`config.mk`:
```
export PLATFORM = sky130hd
export DESIGN_NAME = fetch_stage
export DESIGN_NICKNAME = d
export VERILOG_FILES = /design/src/rtl/fetch_stage.sv
export SDC_FILE = /design/constraint.sdc
export NUM_CORES = 1
export LEC_CHECK = 0
export CAP_MARGIN = 30
export CORE_MARGIN = 4
export CORE_UTILIZATION = 43
export DETAILED_ROUTE_END_ITERATION = 10
export PLACE_DENSITY = 0.86
export SLEW_MARGIN = 10
export SYNTH_ARGS = -nofsm -noshare
export SYNTH_HDL_FRONTEND = slang
export SYNTH_SLANG_ARGS = --single-unit
```
`constraint.sdc`:
```
create_clock -name clk -period 1.75 [get_ports clk]
set_clock_uncertainty 0.05 [all_clocks]
set_input_delay 0.175 -clock clk [delete_from_list [all_inputs] [get_ports clk]]
set_output_delay 0.175 -clock clk [all_outputs]
set_load 0.03 [all_outputs]
```
`src/rtl/fetch_stage.sv`:
```
// Instruction fetch stage: PC register, redirect capture across memory waits,
// and the IF/ID pipeline register feeding decode.
module fetch_stage #(
   parameter logic [31:0] RESET_PC = 32'h0000_0000
) (
   input  logic        clk,
   input  logic        reset,
   input  logic        stallF,
   input  logic        stallD,
   input  logic        flushD,
   input  logic        pcsrcD,
   input  logic [31:0] pcbranchD,
   input  logic        jumpD,
   input  logic [31:0] imem_rdata,
   input  logic        imem_ready,
   output logic [31:0] imem_addr,
   output logic [31:0] pcF,
   output logic [31:0] instrD,
   output logic [31:0] pcplus4D,
   output logic        validD,
   output logic        imem_wait
);

   logic [31:0] pc_q, pc_d;
   logic [31:0] redirect_pc_q, redirect_pc_d;
   logic        pending_q, pending_d;
   logic [31:0] instr_q, instr_d;
   logic [31:0] pcplus4_q, pcplus4_d;
   logic        valid_q, valid_d;

   logic [31:0] pcplus4F;
   logic [31:0] jump_target;
   logic [31:0] live_target;
   logic        live_redirect;
   logic        advance;

   assign pcplus4F      = pc_q + 32'd4;
   assign jump_target   = {pcplus4_q[31:28], instr_q[25:0], 2'b00};
   assign advance       = !stallF && imem_ready;
   assign live_redirect = jumpD || pcsrcD;
   // Jump wins over a simultaneous branch.
   assign live_target   = jumpD ? jump_target : pcbranchD;

   // PC and the single outstanding redirect slot.
   always_comb begin
      pc_d          = pc_q;
      pending_d     = pending_q;
      redirect_pc_d = redirect_pc_q;
      if (advance) begin
         pending_d = 1'b0;
         if (live_redirect) begin
            pc_d = live_target;
         end else if (pending_q) begin
            pc_d = redirect_pc_q;
         end else begin
            pc_d = pcplus4F;
         end
      end else if (live_redirect) begin
         pending_d     = 1'b1;
         redirect_pc_d = live_target;
      end
   end

   // IF/ID register; a word fetched while a redirect is pending is wrong-path.
   always_comb begin
      instr_d   = instr_q;
      pcplus4_d = pcplus4_q;
      valid_d   = valid_q;
      if (stallD) begin
         instr_d   = instr_q;
         pcplus4_d = pcplus4_q;
         valid_d   = valid_q;
      end else if (flushD || !imem_ready || pending_q) begin
         instr_d   = 32'd0;
         pcplus4_d = 32'd0;
         valid_d   = 1'b0;
      end else begin
         instr_d   = imem_rdata;
         pcplus4_d = pcplus4F;
         valid_d   = 1'b1;
      end
   end

   always_ff @(posedge clk) begin
      if (reset) begin
         pc_q          <= RESET_PC;
         pending_q     <= 1'b0;
         redirect_pc_q <= 32'd0;
         instr_q       <= 32'd0;
         pcplus4_q     <= 32'd0;
         valid_q       <= 1'b0;
      end else begin
         pc_q          <= pc_d;
         pending_q     <= pending_d;
         redirect_pc_q <= redirect_pc_d;
         instr_q       <= instr_d;
         pcplus4_q     <= pcplus4_d;
         valid_q       <= valid_d;
      end
   end

   assign pcF       = pc_q;
   assign imem_addr = pc_q;
   assign instrD    = instr_q;
   assign pcplus4D  = pcplus4_q;
   assign validD    = valid_q;
   assign imem_wait = !imem_ready;

endmodule

```
==> reports/results.tsv <==
stage	metric	value	unit
logic_synthesis	synth_area_leader_cell	sky130_fd_sc_hd__dfxtp_1	
floorplan	placement_rows	44	
floorplan	core-area	14700	um2
logic_synthesis	synth_area	6520	um2
floorplan	dieWidth	131	um
placement	preCtsSetupSlack	-0.374	ns
global_routing	most_used_routing_layer	met2	
power	intPower	5.69	mW
power	p_sw	2.07	mW
timing	max-slew-margin-rel	65.0	%
placement	gp_congestion	0.867	
status	violations	setup timing	
cells_and_area	antenna-diode-count	0	
routing	drt-vias-per-instance	5.90	
critical_path	timing.critical_path.fanout_max	4	
global_routing	groute.layer.met1.usage	31.0	%
power	pwr-share-seq	40.8	%
run	max-cap-violations	0	
timing	finalSetupViolations	13	
critical_path	reg2reg_setup_slack	-0.13	ns
clock_tree	clock_insertion_delay_worst_skew	0.42	ns
status	outcome	finished with violations	
global_routing	grt.met2_usage	40.2	%
timing	report.final.hold_viol_count	0	
placement	dp.cells	1172	
timing	layout_setup_ws	-0.133	ns
logic_synthesis	synth_largest_type_area_fraction	39.9	%
cells_and_area	layout.cells.non_filler	1219	
power	worst_ir_drop_on_vdd	0.000626	V
power	power.share.switching	26.7	%
logic_synthesis	synth-seq-cells	130	
critical_path	worst_ep_arrival	2.17	ns
routing	route.detailed.drc	0	
logic_synthesis	synthDistinctLibCells	57	
routing	avgRoutedWirePerCell	18.5	um
critical_path	crit-reg2reg-launch	imem_addr[9]	
floorplan	boundaryPins	202	
timing	max_slew.worst_pin.slew	0.522	ns
critical_path	required	2.04	ns
worst_hold_path	type_of_the_tightest_min_delay_check	input port to flop	
routing	finalWirelength	22.6	mm
global_routing	antenna_found_initial	0	
global_routing	grt_pass1_vias	6786	
routing	drt_first_iter_violations	759	
timing	rsz0062_at_grt	yes	
critical_path	worstSetupStartpointType	flop	
timing	max_clock_freq	531	MHz
critical_path	crit_path_top_delay_cell	sky130_fd_sc_hd__or4_1	
logic_synthesis	ys_dominant_reg_cell	sky130_fd_sc_hd__dfxtp_1	
clock_tree	cts_sinks	130	
global_routing	grt_start_max_net_pins	45	
floorplan	die_height	131	um
routing	drt_pass1_iterations	5	
logic_synthesis	synthesis.instances	791	
clock_tree	h_tree_lvl_count	4	
floorplan	floorplan.initialDensity	44.4	%
timing	setup_total_negative_slack	-0.782	ns
worst_hold_path	worstHoldStart	reset	
critical_path	critPathKind	flop to flop	
power	p_total	7.76	mW
routing	dr_total_vias	7193	
cells_and_area	area_delta_synth_final	50.4	%
cells_and_area	layout_cells_sized_above_1	18.7	%
logic_synthesis	synth_seq_area_share	39.9	%
placement	place.port_buffers	201	
logic_synthesis	syn-num-nets	864	
power	total_leakage_power	4.29	nW
logic_synthesis	proportion_of_register_bits_with_asynchronous_set_or_reset_after_synthesis	0	%
critical_path	r2r.worst_path.cells	6	
global_routing	globalRouteTotalUtil	24.7	%
critical_path	critical_path.endpoint_type	flop	
power	power.share.combinational	16.3	%
critical_path	setup.worst_path.start	imem_addr[9]	
floorplan	die_area	17200	um2
logic_synthesis	post_synth_edffs	0	
clock_tree	worst_setup_hold_path_clk_slew	0.06	ns
logic_synthesis	yosysWarningCount	0	
placement	estimated_wirelength_of_the_detail_placed_design	15.8	mm
clock_tree	cts.path.max_buffers	2	
global_routing	globalRouteOverflowTotal	0	
timing	finalMaxSlewViolations	0	
clock_tree	tritoncts	done	
critical_path	path_cells	buf_4 -> nand3_1 -> nor2_4 -> nand4_1 -> or4_1 -> a31oi_1	
timing	post_route_fraction_of_the_period_consumed_by_the_critical_path	108	%
global_routing	grt_pass1_wl	35.3	mm
routing	antenna_left	0	
logic_synthesis	ys_top_cells_by_area	sky130_fd_sc_hd__dfxtp_1, sky130_fd_sc_hd__nor2_1, sky130_fd_sc_hd__a22oi_1	
cells_and_area	finish.net_count	1095	
logic_synthesis	syn_avg_cell_area	8.24	um2
clock_tree	cts_buffers	17	
timing	min_period	1.88	ns
global_routing	use_met3	6.73	%
clock_tree	clockRootBuffer	sky130_fd_sc_hd__clkbuf_16	
worst_hold_path	hold-path-cell-count	2	
power	p_clk_share	43.0	%
critical_path	max_stage_delay	0.45	ns
power	cellPowerDensity	792	nW/um2
cells_and_area	layout.filler_cells	1176	
==> sequential cells by signal (all words and copies together), names as in the netlist <==
register and count:
pcplus4D 32, redirect_pc_q 32, instrD 32, imem_addr 32, pending_q 1, validD 1
==> synthesized netlist by cell type, types with 4 or more instances <==
master                       n
sky130_fd_sc_hd__nand2b_1    4
sky130_fd_sc_hd__a21oi_1    43
sky130_fd_sc_hd__nor3_1     16
sky130_fd_sc_hd__nor2_1     97
sky130_fd_sc_hd__xor2_1     15
sky130_fd_sc_hd__inv_1      10
sky130_fd_sc_hd__o21a_1      4
sky130_fd_sc_hd__o21ai_1    15
sky130_fd_sc_hd__buf_4      34
sky130_fd_sc_hd__nand3_1    19
sky130_fd_sc_hd__mux2i_1    20
sky130_fd_sc_hd__and3b_1    10
sky130_fd_sc_hd__nand2_1    69
sky130_fd_sc_hd__nand4_1    12
sky130_fd_sc_hd__a311oi_1   13
sky130_fd_sc_hd__a221oi_1    9
sky130_fd_sc_hd__clkbuf_1   53
sky130_fd_sc_hd__a211oi_1   32
sky130_fd_sc_hd__nor4_1      6
sky130_fd_sc_hd__and4_1      6
sky130_fd_sc_hd__o21ai_0    32
sky130_fd_sc_hd__and3_1      9
sky130_fd_sc_hd__a22oi_1    43
sky130_fd_sc_hd__a221o_1     8
sky130_fd_sc_hd__dfxtp_1   130
sky130_fd_sc_hd__a31oi_1    11
sky130_fd_sc_hd__xnor2_1    11
sky130_fd_sc_hd__buf_2       9
sky130_fd_sc_hd__o211ai_1    5
==> cell families after synthesis <==
group / share of synthesized area (%)
XOR/XNOR: 3.49
flip-flops: 39.9
AND/OR/NAND/NOR: 20.4
buffers and inverters: 8.46
multiplexers: 3.07
adder cells (fa/ha/maj): 0.192
AO/OA/AOI/OAI: 24.4
==> placed cells by master (no fill, tap or decap), drive strengths merged, types with 6 or more instances in the layout <==
master	Yosys	final
dlymetal6s2s	0	11
nand2	69	69
nor3	18	18
buf	46	114
a22oi	43	43
a211oi	32	32
nand3	19	19
a311oi	13	13
xor2	15	15
inv	10	10
and3	9	9
and4	6	6
a21oi	43	43
and3b	10	10
a31oi	11	11
nor2	98	98
nor4	9	9
a221oi	9	9
a221o	8	8
dlygate4sd2	0	77
dfxtp	130	130
clkbuf	53	28
nand4	13	13
mux2i	20	20
o21ai	47	47
xnor2	11	11
clkdlybuf4s50	0	109
==> stage by stage <==
step | utilization [%] | instance area, um2 | hold slack (ns)
2_1_floorplan | - | 6620 | 0.269
3_5_place_dp | 62.1 | 9120 | 0.387
6_report | 66.7 | 9810 | 0.0413
5_1_grt | 66.7 | 9810 | 0.0484
4_1_cts | 65.4 | 9620 | 0.0252
3_3_place_gp | 62.1 | 9120 | 0.382
==> power by group through the flow <==
stage | sequential (mW) | combinational, mW | clock [mW]
6_report | 3.16 | 1.26 | 3.34
5_1_grt | 3.18 | 1.35 | 3.50
4_1_cts | 3.16 | 1.23 | 3.38
3_5_place_dp | 3.22 | 1.27 | 0
3_3_place_gp | 3.22 | 1.25 | 0
2_1_floorplan | 3.32 | 0.595 | 0
==> final timing paths <==
check	to
setup reg to reg	imem_addr[30]
hold reg to reg	pcplus4D[22]
setup / recovery	imem_addr[30]
hold / removal	instrD[7]
==> worst max-delay path, delay by kind of cell, from the launching register on <==
family | cells | cell delay, ns
AND/OR/NAND/NOR | 4 | 1.12
flip-flops | 1 | 0.34
AO/OA/AOI/OAI | 1 | 0.18
buffers and inverters | 1 | 0.11
==> layer usage <==
layer / share of wire (%) / vias up
met5: 0 / -
met4: 3.4 / 0
met3: 9.2 / 80
met2: 47 / 422
met1: 40 / 3368
li1: - / 3323
==> cell type report <==
class                   instances  area, um2  area share (%)
well taps                     184        230            2.35
inverters                      11       41.3           0.421
clock buffers                  28        537            5.47
repair buffers                311       2840            29.0
clock inverters                 4       20.0           0.204
flip-flops and latches        130       2650            27.1
multi-input cells             551       3480            35.5
==> what timing repair did <==
item,4_1_cts,5_1_grt
pin swaps,2,16
setup endpoints to repair,94,39
hold buffers,0,0
endpoints found under the hold margin,0,0
resized for setup,82,26
setup buffers,3,13
Power figures use the tool's default switching activity.
==> variant (config.mk and constraints unchanged) <==
Reset style: asynchronous (`reset`), changed in one clocked block.
--- a/src/rtl/fetch_stage.sv
+++ b/src/rtl/fetch_stage.sv
@@ -81,7 +81,7 @@
       end
    end
 
-   always_ff @(posedge clk) begin
+   always_ff @(posedge clk or posedge reset) begin
       if (reset) begin
          pc_q          <= RESET_PC;
          pending_q     <= 1'b0;
Check against the original RTL: differs if reset is asserted again (counterexample within 4 cycles, from zero or initial values and one cycle with reset high); with reset held inactive, the same outputs for 4 cycles.
==> variant against the unedited design <==
- count of clock-buffer cells in the layout grew 2
- hold slack improved by 0.031 ns
- synthesized cell count is 15% lower
- non-clock buffer count decreased by 19
- largest cell class is now registers
- final area up 1.2%
- the run still ends with setup timing left
- clock power is 6.3% lower
- setup slack better by 0.040 ns
- power rose by 15%
- highest routed layer unchanged
- via count fell by 11%
- wire length is 3.6% lower
- critical path type unchanged
- sequential cell count is the same
- area after synthesis increased by 0.77%
==> variant: results (changes against the unedited design) <==
Parameter                              Value

Routing
  Mean routed wirelength per cell    19.8 um (+7.1%)
  Count of vias placed by the detailed router    6403 (-11%)
  First drt pass iteration count    6 (+1)
  Starting DRT DRC Count    855 (+13%)
  Via density    5.83 (-1.2%)

Place
  Inst Count DP    1061 (-9.5%)
  Placed wire-length estimate after detailed placement    16000 um (+1.0%)
  Placement-stage cell area    0.00925 mm^2 (+1.4%)
  Worst-case setup slack after placement    -0.144 ns (+0.230 ns)
  Final weighted congestion in routability-driven placement    0.929 (+7.2%)

Pwr
  Power dissipated in sequential cells    0.00344 W (+8.9%)
  Relative contribution of the clock network to total power    0.351 (-0.079)
  Worst supply voltage drop on vdd    0.681 mV (+8.7%)
  Leakage component of the power    4.62 nW (+7.6%)
  Net switching power    0.00278 W (+34%)
  Switching part of the total    0.312 (+0.0447)

Global routing
  Via count of the first global-routing pass    6079 (-10%)
  Overall Global Routing Usage    0.242 (-0.00564)
  First-pass GRT wire length    33700 um (-4.4%)
  Initial antenna violation count    1 (+1)

STA
  Hold Worst Slack    0.0722 ns (+0.0309 ns)
  Worst Setup Slack, final    -0.0924 ns (+0.0401 ns)
  Summed negative setup slack over all endpoints    -0.534 ns (+0.247 ns)
  Max_slew headroom    0.716 (+0.0664)
  Endpoints failing setup    9 (-4)

Yosys
  Post-synthesis average cell area    9.79 um^2 (+19%)
  Number of distinct standard cells referenced by the synthesized netlist    51 (-11%)
  Synth top area cells    dfrtp_1 50%, o21ai_0 6.1%, a22o_1 6.0%
  List of most frequent post-synthesis cells    130 x dfrtp_1, 88 x nand2_1, 80 x o21ai_0, 45 x a22o_1, 42 x clkbuf_1
  Share of synthesized registers carrying an async set or reset    1.00 (+1.00)
  Part of the Yosys area used for sequential elements    0.495 (+0.0960)
  Mapped Nets    744 (-14%)

Hold path
  Worst hold start    stallD
  End of the worst hold path    instrD[23]$_DFFE_PP0N_

Outcome
  Run status    finished, violations left
  Failing checks    setup timing

Setup path
  Delay of the slowest cell on the worst path    0.39 ns (-0.06 ns)
  Signal arrival time at the worst endpoint    2.09 ns (-0.08 ns)
  Capturing point of the worst reg2reg path    imem_addr[22]$_DFFE_PP0P_
  Library cell contributing the largest single delay on the critical path    dfrtp_2
  FF-to-FF path depth    7 (+1)

Layout
  Layout cell share with drive strength beyond 1    0.192 (+0.00424)
  Net total in the final layout    975 (-11%)
-- variant: logic make-up after synthesis --
group,synth area share
flops,0.495
mux,0.0463
compound gates,0.226
xor+xnor,0.0373
fa+ha+maj,0.00190
buf+inv,0.0747
simple gates,0.118
-- variant: worst max path at each step --
stage	startpoint	to	slack [ns]	cells after the start
4_1_cts	imem_addr[8]$_DFFE_PP0P_	imem_addr[24]$_DFFE_PP0P_	-0.04	7
3_5_place_dp	pcsrcD	imem_addr[12]$_DFFE_PP0P_	-0.14	8
6_report	imem_addr[5]$_DFFE_PP0P_	imem_addr[22]$_DFFE_PP0P_	-0.09	7
3_3_place_gp	pcsrcD	imem_addr[27]$_DFFE_PP0P_	-0.12	7
5_1_grt	imem_addr[12]$_DFFE_PP0P_	imem_addr[28]$_DFFE_PP0P_	-0.16	6
2_1_floorplan	reset	imem_addr[10]$_DFFE_PP0P_	-0.22	1
-- variant: what timing repair did --
| item | in CTS | in global routing |
|---|---|---|
| setup endpoints to repair | 86 | 43 |
| buffers inserted | 6 | 0 |
| gates cloned | 0 | 0 |
| hold buffers | 0 | 0 |
| pin swaps | 5 | 10 |
| resized for setup | 80 | 49 |
-- variant: routing by layer --
metal / vias to the layer above / global-route usage / wire (um)
li1: 2863 / - / -
met1: 3099 / 0.335 / 9200
met2: 391 / 0.367 / 9900
met3: 50 / 0.0684 / 2110
met4: 0 / 0.0828 / 548
met5: - / 0 / 0
-- variant: final cells by class --
class	instances	area (um^2)
clock buffers	30	514
diodes	1	2.50
well taps	184	230
repair buffers	292	2760
fillers	1126	4830
inverters	18	71.3
multi-input cells	443	3070
flip-flops and latches	130	3270
